`src/rtl/msrh_lsu_replay_sel.sv`:
```
// Replay selector: picks the oldest replay-ready queue entry (scanning from the head)
// and presents it to the LSU pipe, holding it stable across LSU conflicts.
package msrh_pkg;
    typedef struct packed {
        logic [3:0]  op;
        logic [7:0]  rob_id;
        logic [31:0] inst;
    } issue_t;
endpackage

module msrh_lsu_replay_sel
    import msrh_pkg::*;
#(
    parameter int ENTRY_SIZE = 16,
    parameter int IDX_W      = $clog2(ENTRY_SIZE)
) (
    input  logic                           i_clk,
    input  logic                           i_reset_n,
    input  logic   [ENTRY_SIZE-1:0]        i_entry_ready,
    input  issue_t [ENTRY_SIZE-1:0]        i_entry_issue,
    input  logic   [ENTRY_SIZE-1:0]        i_entry_kill,
    input  logic   [IDX_W-1:0]             i_head_idx,
    output logic                           o_replay_valid,
    output issue_t                         o_replay_issue,
    output logic   [ENTRY_SIZE-1:0]        o_replay_index_oh,
    input  logic                           i_replay_conflict,
    output logic   [ENTRY_SIZE-1:0]        o_accept_oh,
    output logic   [15:0]                  o_stall_cnt
);

    logic                  r_valid;
    issue_t                r_issue;
    logic [ENTRY_SIZE-1:0] r_index_oh;
    logic [15:0]           r_stall_cnt;

    logic                  killed;
    logic                  take;
    logic                  repick;
    logic                  hold;
    logic [ENTRY_SIZE-1:0] excl;
    logic [ENTRY_SIZE-1:0] cand;
    logic                  pick_found;
    logic [IDX_W-1:0]      pick_idx;
    logic [ENTRY_SIZE-1:0] pick_oh;
    issue_t                pick_issue;
    int                    scan_pos;

    assign killed         = r_valid & |(r_index_oh & i_entry_kill);
    assign o_replay_valid = r_valid & ~killed;
    assign take           = o_replay_valid & ~i_replay_conflict;
    assign hold           = o_replay_valid & i_replay_conflict;
    // A presented entry leaving (taken or killed) is excluded so its stale ready bit can't re-win.
    assign repick         = ~r_valid | take | killed;
    assign excl           = (take | killed) ? r_index_oh : '0;
    assign cand           = i_entry_ready & ~i_entry_kill & ~excl;

    assign o_accept_oh       = take ? r_index_oh : '0;
    assign o_replay_issue    = r_issue;
    assign o_replay_index_oh = r_index_oh;
    assign o_stall_cnt       = r_stall_cnt;

    // Oldest-first scan from the head; explicit modular wrap supports non power-of-2 sizes.
    always_comb begin
        pick_found = 1'b0;
        pick_idx   = '0;
        scan_pos   = 0;
        for (int k = 0; k < ENTRY_SIZE; k++) begin
            scan_pos = int'(i_head_idx) + k;
            if (scan_pos >= ENTRY_SIZE) scan_pos = scan_pos - ENTRY_SIZE;
            if (!pick_found && cand[IDX_W'(scan_pos)]) begin
                pick_found = 1'b1;
                pick_idx   = IDX_W'(scan_pos);
            end
        end
    end

    always_comb begin
        pick_oh = '0;
        if (pick_found) pick_oh[pick_idx] = 1'b1;
        pick_issue = i_entry_issue[pick_idx];
    end

    always_ff @(posedge i_clk or negedge i_reset_n) begin
        if (!i_reset_n) begin
            r_valid    <= 1'b0;
            r_issue    <= '0;
            r_index_oh <= '0;
        end else if (repick) begin
            r_valid <= pick_found;
            if (pick_found) begin
                r_issue    <= pick_issue;
                r_index_oh <= pick_oh;
            end
        end
    end

    always_ff @(posedge i_clk or negedge i_reset_n) begin
        if (!i_reset_n) begin
            r_stall_cnt <= '0;
        end else if (hold && r_stall_cnt != 16'hFFFF) begin
            r_stall_cnt <= r_stall_cnt + 16'd1;
        end
    end

endmodule

```
`config.mk`:
```
export PLATFORM = sky130hd
export DESIGN_NAME = msrh_lsu_replay_sel
export DESIGN_NICKNAME = d
export VERILOG_FILES = /design/src/rtl/msrh_lsu_replay_sel.sv
export SDC_FILE = /design/constraint.sdc
export NUM_CORES = 1
export LEC_CHECK = 0
export ABC_AREA = 1
export CAP_MARGIN = 10
export CORE_AREA = 4 4 321 323
export CTS_CLUSTER_DIAMETER = 100
export DETAILED_ROUTE_END_ITERATION = 10
export DIE_AREA = 0 0 325 327
export PLACE_DENSITY = 0.43
export SLEW_MARGIN = 15
export SYNTH_ARGS = -nofsm -noshare
export SYNTH_HDL_FRONTEND = slang
export SYNTH_SLANG_ARGS = --single-unit
```
`constraint.sdc`:
```
create_clock -name i_clk -period 6.75 [get_ports i_clk]
set_input_delay 1.35 -clock i_clk [delete_from_list [all_inputs] [get_ports i_clk]]
set_output_delay 1.35 -clock i_clk [all_outputs]
set_load 0.01 [all_outputs]
```
# Word level (Yosys, flattened, before mapping)
# Cells that the tools add are included.
[word_totals]
regBits = 77
latchBits = 0
mem_bits_rw = 0
rom_bits = 0
in_bits = 743
elab_cells = 224
memories = 0
[op_classes]
n_addsub = 32
n_mul = 0
n_div = 0
order_cmp = 34
n_eq_ne = 1
shift = 0
muxes = 102
bitwise = 15
n_reduce_logical = 34
[ops]
columns = ["op", "count"]
rows = [
  ["$bmux 44 s4", 1],
  ["$mux 4", 32],
  ["$lt 4x6->1 const B", 16],
  ["$ge 5x5->1 const B", 15],
  ["$bmux 1 s4", 16],
  ["$sub 4x1->4 const B", 16],
  ["$mux 1", 49],
  ["$and 16x16->16", 3],
  ["$mux 44", 1],
  ["$add 4x4->5 const B", 8],
  ["$mux 16", 2],
  ["$not 16->16", 2],
  ["$add 4x3->5 const B", 4],
  ["$logic_and 1x1->1", 17],
  ["$add 16x1->16 const B", 1],
  ["$ne 16x16->1 const B", 1],
  ["$reduce_or 16->1", 1],
  ["$logic_not 1->1", 15],
  ["$add 4x2->5 const B", 2],
  ["$add 4x1->5 const B", 1],
  ["$ge 4x5->1 const B", 1],
  ["$lt 4x5->1 const B", 1],
  ["$and 1x1->1", 4],
  ["$demux 1 s4", 1],
  ["4 further kinds", 8],
]

# Depth between registers and ports, before layout
[depth]
depth_word = 63
depth_mapped = 36
depth_no_buf = 33

# Worst setup path after synthesis
# Ideal clock, no wire load.
[synth_path]
path_type = "input -> register"
from = "input i_head_idx[2]"
to = "register r_issue (netlist bit o_replay_issue[14])"
arrival_time_ps = 4597
path_slack_ps = 2035
stages = 23
n_path_buf = 3
path_cell_list = "buf_2 > clkinv_1 > ha_1 > inv_1 > nand3_1 > nand3_2 > nand2_4 > nand4_4 > nor2_4 > nand4_2 > nor2_2 > nand4_2 > nor2_4 > nand4_4 > or2_1 > nand2_2 > nor2_2 > buf_4 > buf_2 > nand2_1 > nand3_1 > nor2_1 > nor2_2"
[synth_via]
elab_chain_len = 53
word_cells_on_any_way = 176
[synth_rtl]
columns = ["item", "line", "text"]
rows = [
  ["from (decl)", "22", "input logic [IDX_W-1:0] i_head_idx,"],
  ["parallel branches: the longest is 53 deep, another holds $add 4x1->5", "-", ""],
  ["to (signal assigned)", "91", "r_issue <= pick_issue;"],
  ["to (decl)", "32", "issue_t r_issue;"],
]
# Several ways; the timed one is not identified. The select of a mux whose other input is x is not followed.
# A chain may end at the register's enable or synchronous reset.

# Worst setup path after layout
[layout_path]
from = "input i_head_idx[2]"
to = "register r_issue (netlist bit o_replay_issue[41])"
# Same word-level chain as after synthesis.

==> impl_metrics.tcl <==
set metrics [dict create \
    antenna_found_initial 40 \
    grt_pass1_vias 20913 \
    crit_top_cell "nand2_1" \
    gp_congestion 0.889 \
    cp_slowest_cell "clkdlybuf4s50_1" \
    multiInputGateArea_um2 10400 \
    fmax_ghz 0.166 \
    reg2reg_depth 28 \
    die_y_um 327 \
    p_per_area_nw_per_um2 279 \
    hp-start "o_stall_cnt[15]" \
    outcome "completed" \
    end_kind "register" \
    synth_edf_count 0 \
    finalSetupViolCount 0 \
    p_total_uw 6830 \
    dieArea_um2 106000 \
    io_buffers 835 \
    seq_area_um2 1930 \
    grt_usage_pct 19.6 \
    start_util_pct 13.7 \
    whs_path_depth 1 \
    finalCritPeriodShare_pct 89.1 \
    clockBufferDepth 2 \
    postCtsSetupBuffers 0 \
    ant_nets 0 \
    routed_wl_mm 109 \
    ys_ff_latch 77 \
    cts-htree-levels 3 \
    path_cells "clkdlybuf4s50_1 -> clkinv_1 -> ha_1 -> nand2_1 -> nand2_1 -> xor2_1 -> inv_1 -> o21ai_1 -> nand4_2 -> nor2_2 -> nand4_2 -> nor2_4 -> nand3_2 -> nand3_4 -> nand2_4 -> buf_12 -> nand2_1 -> nand2_1 -> nand2_1 -> nand2_1 -> nand2_1 -> nand3_1 -> nor2_1 -> nor2_1" \
    start_kind "input pin" \
    cp_top_family "simple AND/OR/NAND/NOR gates" \
    irDropWorstVdd_v 0.000130 \
    cts_buffers 9 \
    cts_hold_buf 0 \
    reg2reg_to "o_replay_issue[41]" \
    final_nets 4347 \
    clockRootBuffer "clkbuf_16" \
    clock-sinks 77 \
    crit_type "in2reg" \
    max_stage_delay_ns 0.48 \
    tightest_slew_ns 0.904 \
    period_minus_slack_ns 6.02 \
    dieWidth_um 325 \
    grt_first_pass_wirelength_mm 152 \
    yosysUniqueCellTypes 40 \
    synth_area_um2 13600 \
    fin_util_pct 24.5 \
    relSlewSlack_pct 39.7 \
    clkTransAtPathRegs_ns 0.07 \
    drive_gt1_share_pct 5.36 \
    dp.final_hpwl_mm 90.8 \
    rrSetupSlack_ns 1.76 \
    cp.arrival_ns 6.28 \
    cts-resized-gates 0 \
    placed_area_um2 24100 \
    grt_max_degree 107 \
    clk_latency_ns 0.38 \
    ioPinCount 836 \
    ys_warn_count 0 \
    crit_fanout 106 \
    hp-class "reg2reg" \
    first_iter_violations 1329 \
    ys_seq_area_share_pct 14.1 \
    drv_slew 0 \
    setup_tns_ns 0 \
    hold_end "o_stall_cnt[15]" \
    cts_tree "built" \
    grt_overflow 0 \
    synth_ff_type "dfrtp_1" \
    via_count 20631 \
    cp.required_ns 7.02 \
    finalClockSkew_ns 0.0130 \
    p_leak_uw 0.0121 \
    row_count 116 \
    syn_area_per_cell_um2 4.85 \
    async_flop_share_pct 100 \
    area_growth_pct 79.6 \
    netlist_instances 2814 \
    drcViolationCount 0 \
    core_um2 99900 \
    reg2reg_from "o_replay_index_oh[6]" \
    fillerInstances 11562 \
    drt-pass1-iter-count 5 \
    path_buf_inv 4 \
    wl_per_cell_um 22.1 \
    drv_cap 0 \
    rsz0062_at_grt "no" \
    syn_nets 3565 \
    viasPerCell 4.19 \
    hold_violations 0 \
    stdcell_area_um2 24500 \
]
==> area by class of cell <==
class                      instances  area share (%)
timing repair buffer             958            40.1
sequential                        77            7.87
tap                             1298            6.63
multi-input combinational       2459            42.4
clock inverter                     3           0.276
antenna                           22           0.225
inverter                          91            1.42
clock buffer                      13            1.06
==> kinds of logic (layout without fill, tap and decap cells) <==
group,after synthesis,in the layout,share of synthesized area [%]
muxes,1,1,0.0826
adders and majority gates,8,8,0.734
other,0,22,0
xor gates and xnor gates,20,20,1.28
buffers and inverters,278,1065,9.95
and+or+nand+nor,2388,2388,71.8
AOI/OAI and AO/OA,42,42,1.97
DFF,77,77,14.1
==> synth_stat cells (5+ instances only) <==
library cell     n  area, um^2
a21oi_1          5        25.0
buf_2          126         631
buf_4           34         255
clkbuf_1        23        86.3
dfrtp_1         77        1930
ha_1             8         100
inv_1           83         312
inv_2            6        22.5
nand2_1       1679        6300
nand3_1        446        2230
nand3_2         14         140
nand4_1          9        56.3
nor2_1         201         754
nor2_2          13        81.3
nor3_1           7        35.0
o21ai_0         10        50.1
o21ai_1          9        45.0
o22ai_1          9        56.3
xnor2_1          6        52.6
xor2_1          14         123
==> state kept, by name, summed over array words and instances, names as in the netlist <==
| name | cells |
|---|---|
| o_replay_index_oh | 16 |
| o_replay_issue | 44 |
| o_stall_cnt | 16 |
| r_valid | 1 |
==> power by group <==
group,internal [uW],switching (uW),leakage (uW)
sequential,666,206,0.000945
clock,345,247,0.000156
combinational,2080,3290,0.0110
==> per-layer routing <==
metal / vias to the layer above / track usage [%] / routed length (um)
met5: - / 0 / 94
met1: 9407 / 25.6 / 48600
met3: 90 / 4.87 / 7740
li1: 10353 / - / -
met2: 765 / 32.1 / 50200
met4: 16 / 5.28 / 1950
==> stage by stage <==
step / cells / worst slack (ns) / hold slack (ns)
finish: 4921 / 0.734 / 0.505
global route: 4916 / 0.259 / 0.515
CTS: 4899 / 0.758 / 0.507
detailed placement: 4883 / 0.340 / 0.493
global placement: 4883 / 0.225 / 0.492
floorplan: 2814 / 2.04 / 0.522
==> cell usage in the layout, fill, tap and decap left out, types with 3 or more instances in the layout <==
cell type        synthesis  layout
nand3_2                 14      12
buf_12                   0      43
clkdlybuf4s50_1          0     834
a21oi_1                  5       5
inv_1                   83      83
nand4_1                  9       9
o22ai_1                  9       9
nor2_1                 201     201
dfrtp_1                 77      77
xor2_1                  14      14
nor2_2                  13      11
nand2_4                  2       3
nor3_1                   7       7
nand2_1               1679    1678
xnor2_1                  6       6
o21a_1                   4       4
inv_2                    6       5
nand2_2                  4       4
clkbuf_16                0       9
diode_2                  0      22
nor2_4                   4       6
nand3b_1                 3       3
nand3_1                446     446
o21ai_1                  9       9
ha_1                     8       8
buf_4                   34      81
o21ai_0                 10      10
==> worst max path at each step <==
stage	startpoint	endpoint	slack (ns)	cells after the start
after floorplan	i_head_idx[2]	o_replay_issue[14]	2.04	23
after global placement	i_head_idx[2]	o_replay_issue[10]	0.23	25
after detailed placement	i_head_idx[2]	o_replay_issue[10]	0.34	27
after CTS	i_head_idx[2]	o_replay_issue[10]	0.76	27
after global routing	i_head_idx[2]	o_replay_issue[8]	0.26	27
final	i_head_idx[2]	o_replay_issue[41]	0.73	24
Note: power is estimated with default switching activity, not from simulation.
